## src/rtl/piano_pkg.sv

```systemverilog
// Shared constants, note table and state encoding for the tone mixer and its oscillators.
package piano_pkg;

    localparam int NUM_NOTES = 24;
    localparam int LEVEL_MAX = 255;
    localparam int HALF_W    = 18;
    localparam int LEVEL_W   = 8;
    localparam int ACC_W     = 48;
    localparam int SAMPLE_W  = 32;

    // Half-period in 50 MHz cycles, C3 (index 0) up to B4 (index 23).
    localparam logic [HALF_W-1:0] HALF_PERIOD [NUM_NOTES] = '{
        18'd190080, 18'd180129, 18'd170068, 18'd160458, 18'd151515, 18'd143003,
        18'd135135, 18'd127551, 18'd120481, 18'd113636, 18'd107290, 18'd101214,
        18'd95238,  18'd90177,  18'd85470,  18'd80290,  18'd75758,  18'd71644,
        18'd67567,  18'd63723,  18'd60240,  18'd56818,  18'd53598,  18'd50584
    };

    typedef enum logic [1:0] {
        ST_ACCUM = 2'd0,
        ST_SAT   = 2'd1,
        ST_VALID = 2'd2
    } mix_state_t;

    // One envelope step: saturating ramp up while held, down to zero once released.
    function automatic logic [LEVEL_W-1:0] env_next(
        input logic [LEVEL_W-1:0] lvl,
        input logic               key,
        input logic [LEVEL_W-1:0] up,
        input logic [LEVEL_W-1:0] down
    );
        logic [LEVEL_W:0] sum;
        sum = {1'b0, lvl} + {1'b0, up};
        if (key) begin
            return (sum > (LEVEL_W+1)'(LEVEL_MAX)) ? LEVEL_W'(LEVEL_MAX) : sum[LEVEL_W-1:0];
        end
        return (lvl > down) ? (lvl - down) : '0;
    endfunction

endpackage

```

## src/rtl/tone_osc.sv

```systemverilog
// Free-running square-wave oscillator with a period of 2*(half_period+1) clock cycles.
module tone_osc
    import piano_pkg::*;
(
    input  logic              CLOCK_50,
    input  logic              reset_n,
    input  logic [HALF_W-1:0] half_period,
    output logic              tone
);

    logic [HALF_W-1:0] count;

    always_ff @(posedge CLOCK_50 or negedge reset_n) begin
        if (!reset_n) begin
            count <= '0;
            tone  <= 1'b0;
        end else if (count == half_period) begin
            count <= '0;
            tone  <= ~tone;
        end else begin
            count <= count + 1'b1;
        end
    end

endmodule

```

## src/rtl/tone_mixer.sv

```systemverilog
// Polyphonic square-wave source: per-note attack/release envelopes, serial mix into a
// saturated 32-bit sample offered on a valid/ready handshake.
module tone_mixer
    import piano_pkg::*;
#(
    parameter int NUM_NOTES    = 24,
    parameter int AMP_UNIT     = 196078,
    parameter int ATTACK_STEP  = 8,
    parameter int RELEASE_STEP = 2
) (
    input  logic                 CLOCK_50,
    input  logic                 reset_n,
    input  logic [NUM_NOTES-1:0] note_on,
    input  logic                 sample_ready,
    output logic [SAMPLE_W-1:0]  sample_out,
    output logic                 sample_valid,
    output logic                 active
);

    localparam int IDX_W = $clog2(NUM_NOTES);
    localparam logic [IDX_W-1:0]         IDX_LAST  = IDX_W'(NUM_NOTES - 1);
    localparam logic signed [ACC_W-1:0]  AMP_S     = ACC_W'(AMP_UNIT);
    localparam logic [LEVEL_W-1:0]       ATTACK_8  = LEVEL_W'(ATTACK_STEP);
    localparam logic [LEVEL_W-1:0]       RELEASE_8 = LEVEL_W'(RELEASE_STEP);
    localparam logic signed [ACC_W-1:0]  SAT_HI    = {{(ACC_W-SAMPLE_W+1){1'b0}}, {(SAMPLE_W-1){1'b1}}};
    localparam logic signed [ACC_W-1:0]  SAT_LO    = {{(ACC_W-SAMPLE_W+1){1'b1}}, {(SAMPLE_W-1){1'b0}}};

    function automatic logic signed [SAMPLE_W-1:0] sat32(input logic signed [ACC_W-1:0] v);
        if (v > SAT_HI) return SAT_HI[SAMPLE_W-1:0];
        if (v < SAT_LO) return SAT_LO[SAMPLE_W-1:0];
        return v[SAMPLE_W-1:0];
    endfunction

    function automatic logic signed [ACC_W-1:0] note_term(
        input logic [LEVEL_W-1:0] lvl,
        input logic               tn
    );
        logic signed [ACC_W-1:0] mag;
        mag = $signed({{(ACC_W-LEVEL_W){1'b0}}, lvl}) * AMP_S;
        return tn ? mag : -mag;
    endfunction

    logic [NUM_NOTES-1:0]    note_meta;
    logic [NUM_NOTES-1:0]    note_s;
    logic [NUM_NOTES-1:0]    tone;
    logic [LEVEL_W-1:0]      level   [NUM_NOTES];
    logic [LEVEL_W-1:0]      level_d [NUM_NOTES];
    logic                    any_level;
    logic                    accept;
    mix_state_t              state;
    logic [IDX_W-1:0]        idx;
    logic signed [ACC_W-1:0] acc;
    logic signed [ACC_W-1:0] term;

    always_ff @(posedge CLOCK_50 or negedge reset_n) begin
        if (!reset_n) begin
            note_meta <= '0;
            note_s    <= '0;
        end else begin
            note_meta <= note_on;
            note_s    <= note_meta;
        end
    end

    for (genvar i = 0; i < NUM_NOTES; i++) begin : g_osc
        tone_osc u_osc (
            .CLOCK_50    (CLOCK_50),
            .reset_n     (reset_n),
            .half_period (HALF_PERIOD[i]),
            .tone        (tone[i])
        );
    end

    assign accept = sample_valid && sample_ready;

    // Envelopes only move on an accept edge, so back-pressure freezes them.
    always_comb begin
        any_level = 1'b0;
        for (int i = 0; i < NUM_NOTES; i++) begin
            level_d[i] = accept ? env_next(level[i], note_s[i], ATTACK_8, RELEASE_8) : level[i];
            any_level  = any_level | (level_d[i] != '0);
        end
    end

    always_ff @(posedge CLOCK_50 or negedge reset_n) begin
        if (!reset_n) begin
            for (int i = 0; i < NUM_NOTES; i++) begin
                level[i] <= '0;
            end
            active <= 1'b0;
        end else begin
            for (int i = 0; i < NUM_NOTES; i++) begin
                level[i] <= level_d[i];
            end
            active <= any_level;
        end
    end

    assign term = note_term(level[idx], tone[idx]);

    always_ff @(posedge CLOCK_50 or negedge reset_n) begin
        if (!reset_n) begin
            state        <= ST_ACCUM;
            idx          <= '0;
            acc          <= '0;
            sample_out   <= '0;
            sample_valid <= 1'b0;
        end else begin
            case (state)
                ST_ACCUM: begin
                    acc <= acc + term;
                    if (idx == IDX_LAST) begin
                        idx   <= '0;
                        state <= ST_SAT;
                    end else begin
                        idx <= idx + 1'b1;
                    end
                end
                ST_SAT: begin
                    sample_out   <= sat32(acc);
                    sample_valid <= 1'b1;
                    state        <= ST_VALID;
                end
                ST_VALID: begin
                    if (sample_ready) begin
                        sample_valid <= 1'b0;
                        acc          <= '0;
                        idx          <= '0;
                        state        <= ST_ACCUM;
                    end
                end
                default: begin
                    state <= ST_ACCUM;
                end
            endcase
        end
    end

endmodule
```

## config.mk

```make
export PLATFORM = sky130hd
export DESIGN_NAME = tone_mixer
export DESIGN_NICKNAME = d
export VERILOG_FILES = /design/src/rtl/piano_pkg.sv /design/src/rtl/tone_osc.sv /design/src/rtl/tone_mixer.sv
export SDC_FILE = /design/constraint.sdc
export NUM_CORES = 2
export LEC_CHECK = 0
export CAP_MARGIN = 20
export CELL_PAD_IN_SITES_DETAIL_PLACEMENT = 0
export CELL_PAD_IN_SITES_GLOBAL_PLACEMENT = 1
export CORE_AREA = 2 2 311 313
export CTS_BUF_LIST = sky130_fd_sc_hd__clkbuf_4 sky130_fd_sc_hd__clkbuf_8
export DETAILED_ROUTE_END_ITERATION = 7
export DIE_AREA = 0 0 313 315
export PLACE_DENSITY_LB_ADDON = 0.1
export SLEW_MARGIN = 20
export SYNTH_ARGS = -nofsm -noshare
export SYNTH_HDL_FRONTEND = slang
export SYNTH_SLANG_ARGS = --single-unit
export TNS_END_PERCENT = 1
```

## constraint.sdc

```tcl
create_clock -name CLOCK_50 -period 12.8 [get_ports CLOCK_50]
set_clock_uncertainty 0.05 [all_clocks]
set_input_delay 2.56 -clock CLOCK_50 [delete_from_list [all_inputs] [get_ports CLOCK_50]]
set_output_delay 2.56 -clock CLOCK_50 [all_outputs]
set_load 0.03 [all_outputs]
```

==> results.cfg <==
[status]
outcome = finished clean

[timing]
worst_hold_slack_ns = 0.2956
setup_viol = 0
timing.setup.tns_ns = 0
rsz0062_at_grt = false
post-route-min-period_ns = 10.63
max_slew.worst_pin.slew_ns = 1.077
hold_viol_final = 0
slew_violations = 0
maxSlewHeadroom_pct = 27.74
finalCritPeriodShare_pct = 83.07
timing.fmax_mhz = 94.05

[cts]
cts-root-buf = clkbuf_8
cts_tree = done
htree_levels = 4
insertion_delay_ns = 0.86
clk_path_buf_depth = 3
cts_resized = 0
cts_hold_buf = 0
clock_sinks = 784
clk_pin_slew_worst_paths_ns = 0.06
cts_buffers = 144
cts_setup_buffers = 0

[synthesis]
synth_area_per_cell_um2 = 9.110
yosysSeqAreaShare_pct = 39.89
ys_warn_count = 0
synth_fa_ha_area_share_pct = 8.574
ys.flop_type = dfrtp_1
synth_edf_count = 0
synthMuxAreaShare_pct = 3.539
synth.net_count = 5733
synth_compound_area_share_pct = 15.05
ys_types = 96
synth_top_family_by_area = simple AND/OR/NAND/NOR gates
syn_area_um2 = 49180
yosys_register_bits = 784
synth-xor-area-share_pct = 8.653
netlist_instances = 5398
synthSimpleGateAreaFrac_pct = 20.03
ys_async_sr_fraction_pct = 100.0

[place]
io_buffers = 60
dpl.hpwl_mm = 92.77
place_congestion = 0.9381

[drt]
vias_per_cell = 5.901
ant_nets = 0
vias = 40006
dr.first_iter.drc_count = 3516
wl_per_cell_um = 19.01
drcViolationCount = 0
drt_pass1_iterations = 6
routed_wl_mm = 128.8

[worst_setup_path]
slowest_stage = dfrtp_4
crit_buf_inv = 5
critPathArrivalTime_ns = 11.30
cp_top_family = compound AO/OA/AOI/OAI gates
max_stage_delay_ns = 0.82
critPathKind = reg -> reg
worst_path_most_repeated_cell = fa_1
required_ns = 13.46
cp-end-kind = flop
crit_fanout = 34
crit_path_start_kind = flop

[layout]
final_util_pct = 56.44
multi_input_area_um2 = 27600
final_net_count = 5725
layout-drive-gt1-share_pct = 7.547
fillers = 8596
regArea_um2 = 19620
syn2layout_area_growth_pct = 9.838

[floorplan]
die_area_um2 = 98600
dieWidth_um = 313
fp.dieH_um = 315
start_util_pct = 51.38
fp.coreArea_um2 = 95710
pin_count = 61
rows = 114

[global_routing]
overflow = 0
grt_max_degree = 167
grt_pass1_wl_mm = 209.4
grt.total_usage_pct = 26.24
antenna_found_initial = 3
grt_pass1_vias = 37555

[flow_run]
max_cap_viol_count = 0

[worst_hold_path]
hold_class = reg -> reg
[cells by family (layout without fill, tap and decap cells)]
group | after synthesis | count (layout)
and+or+nand+nor | 1987 | 1987
AOI/OAI and AO/OA | 1189 | 1189
DFF | 784 | 784
buffers and inverters | 551 | 652
xor gates and xnor gates | 485 | 485
adders and majority gates | 309 | 309
muxes | 93 | 93
other | 0 | 4
[layer usage]
layer / GRT usage (%) / wire length, um / share of wire (%) / vias to the layer above
met4: 9.319 / 4037 / 3.1 / 0
met2: 39.42 / 56620 / 44 / 1102
met5: 0 / 0 / 0 / -
met3: 4.519 / 7833 / 6.1 / 237
met1: 38.21 / 60340 / 47 / 19394
li1: - / - / - / 19273
[state kept, by name (all words and copies together) (netlist names)]
register           cells
state                  2
level                192
idx                    5
sample_out            32
g_osc.u_osc.count    432
note_meta             24
g_osc.u_osc.tone      24
note_s                24
sample_valid           1
active                 1
acc                   47
[synth_stat cells, types with 46 or more instances]
cell / number / share of area [%]
nand3_1: 273 / 2.8
ha_1: 261 / 6.6
a21oi_1: 287 / 2.9
and3_1: 116 / 1.5
o21ai_0: 416 / 4.2
or3_1: 46 / 0.59
nor4_1: 80 / 1.0
a31oi_1: 60 / 0.76
nand2_1: 456 / 3.5
inv_1: 299 / 2.3
mux4_2: 58 / 2.7
nor2_1: 514 / 3.9
xnor2_1: 215 / 3.8
nor3_1: 131 / 1.3
dfrtp_1: 784 / 40
nand4_1: 117 / 1.5
clkbuf_1: 222 / 1.7
fa_1: 47 / 1.9
xor2_1: 269 / 4.8
a21o_1: 51 / 0.78
[final timing paths]
check                      slack, ns  cells past startpoint          start                        to
max                             2.17                     33         idx[0]                   acc[47]
min                             0.30                      0  note_meta[14]                note_s[14]
max reg2reg                     2.17                     33         idx[0]                   acc[47]
min reg2reg                     0.30                      0  note_meta[14]                note_s[14]
max in group asynchronous       8.95                      3        reset_n      g_osc[19].u_osc.tone
min in group asynchronous       1.64                      1        reset_n  g_osc[1].u_osc.count[15]
[final cells by class]
class	count	area share [%]
clock buffer	224	5.209
antenna	4	0.01853
inverter	302	2.099
multi-input combinational	4063	51.09
tap	1276	2.956
clock inverter	31	0.6231
timing repair buffer	95	1.677
sequential	784	36.33
[per-stage QoR]
| step | std cells | area (um2) | worst slack, ns |
|---|---|---|---|
| final | 6779 | 54020 | 2.167 |
| after global routing | 6778 | 54010 | 1.217 |
| after CTS | 6774 | 53990 | 2.115 |
| after detailed placement | 6519 | 50840 | 2.134 |
| after global placement | 6519 | 50820 | 2.275 |
| after floorplan | 5398 | 49180 | 2.752 |
[placed cells by master (no fill, tap or decap), types with 39 or more instances in the layout]
cell,netlist,layout
nand3_1,273,273
or3_1,46,46
nor3_1,131,128
fa_1,47,47
nor2_1,514,512
and3_1,116,116
xor2_1,269,269
dfrtp_1,784,782
nor2b_1,39,39
clkbuf_8,0,181
clkbuf_4,0,43
nand2_1,456,455
xnor2_1,215,215
nor4_1,80,72
o21ai_0,416,415
nand4_1,117,117
inv_1,299,299
ha_1,261,261
clkdlybuf4s50_1,0,59
a21o_1,51,51
a21oi_1,287,287
mux4_2,58,58
a31oi_1,60,60
Power is left out: the tool's default activity adds up to more than one toggle a clock period on the data nets, which glitch-free logic cannot reach.
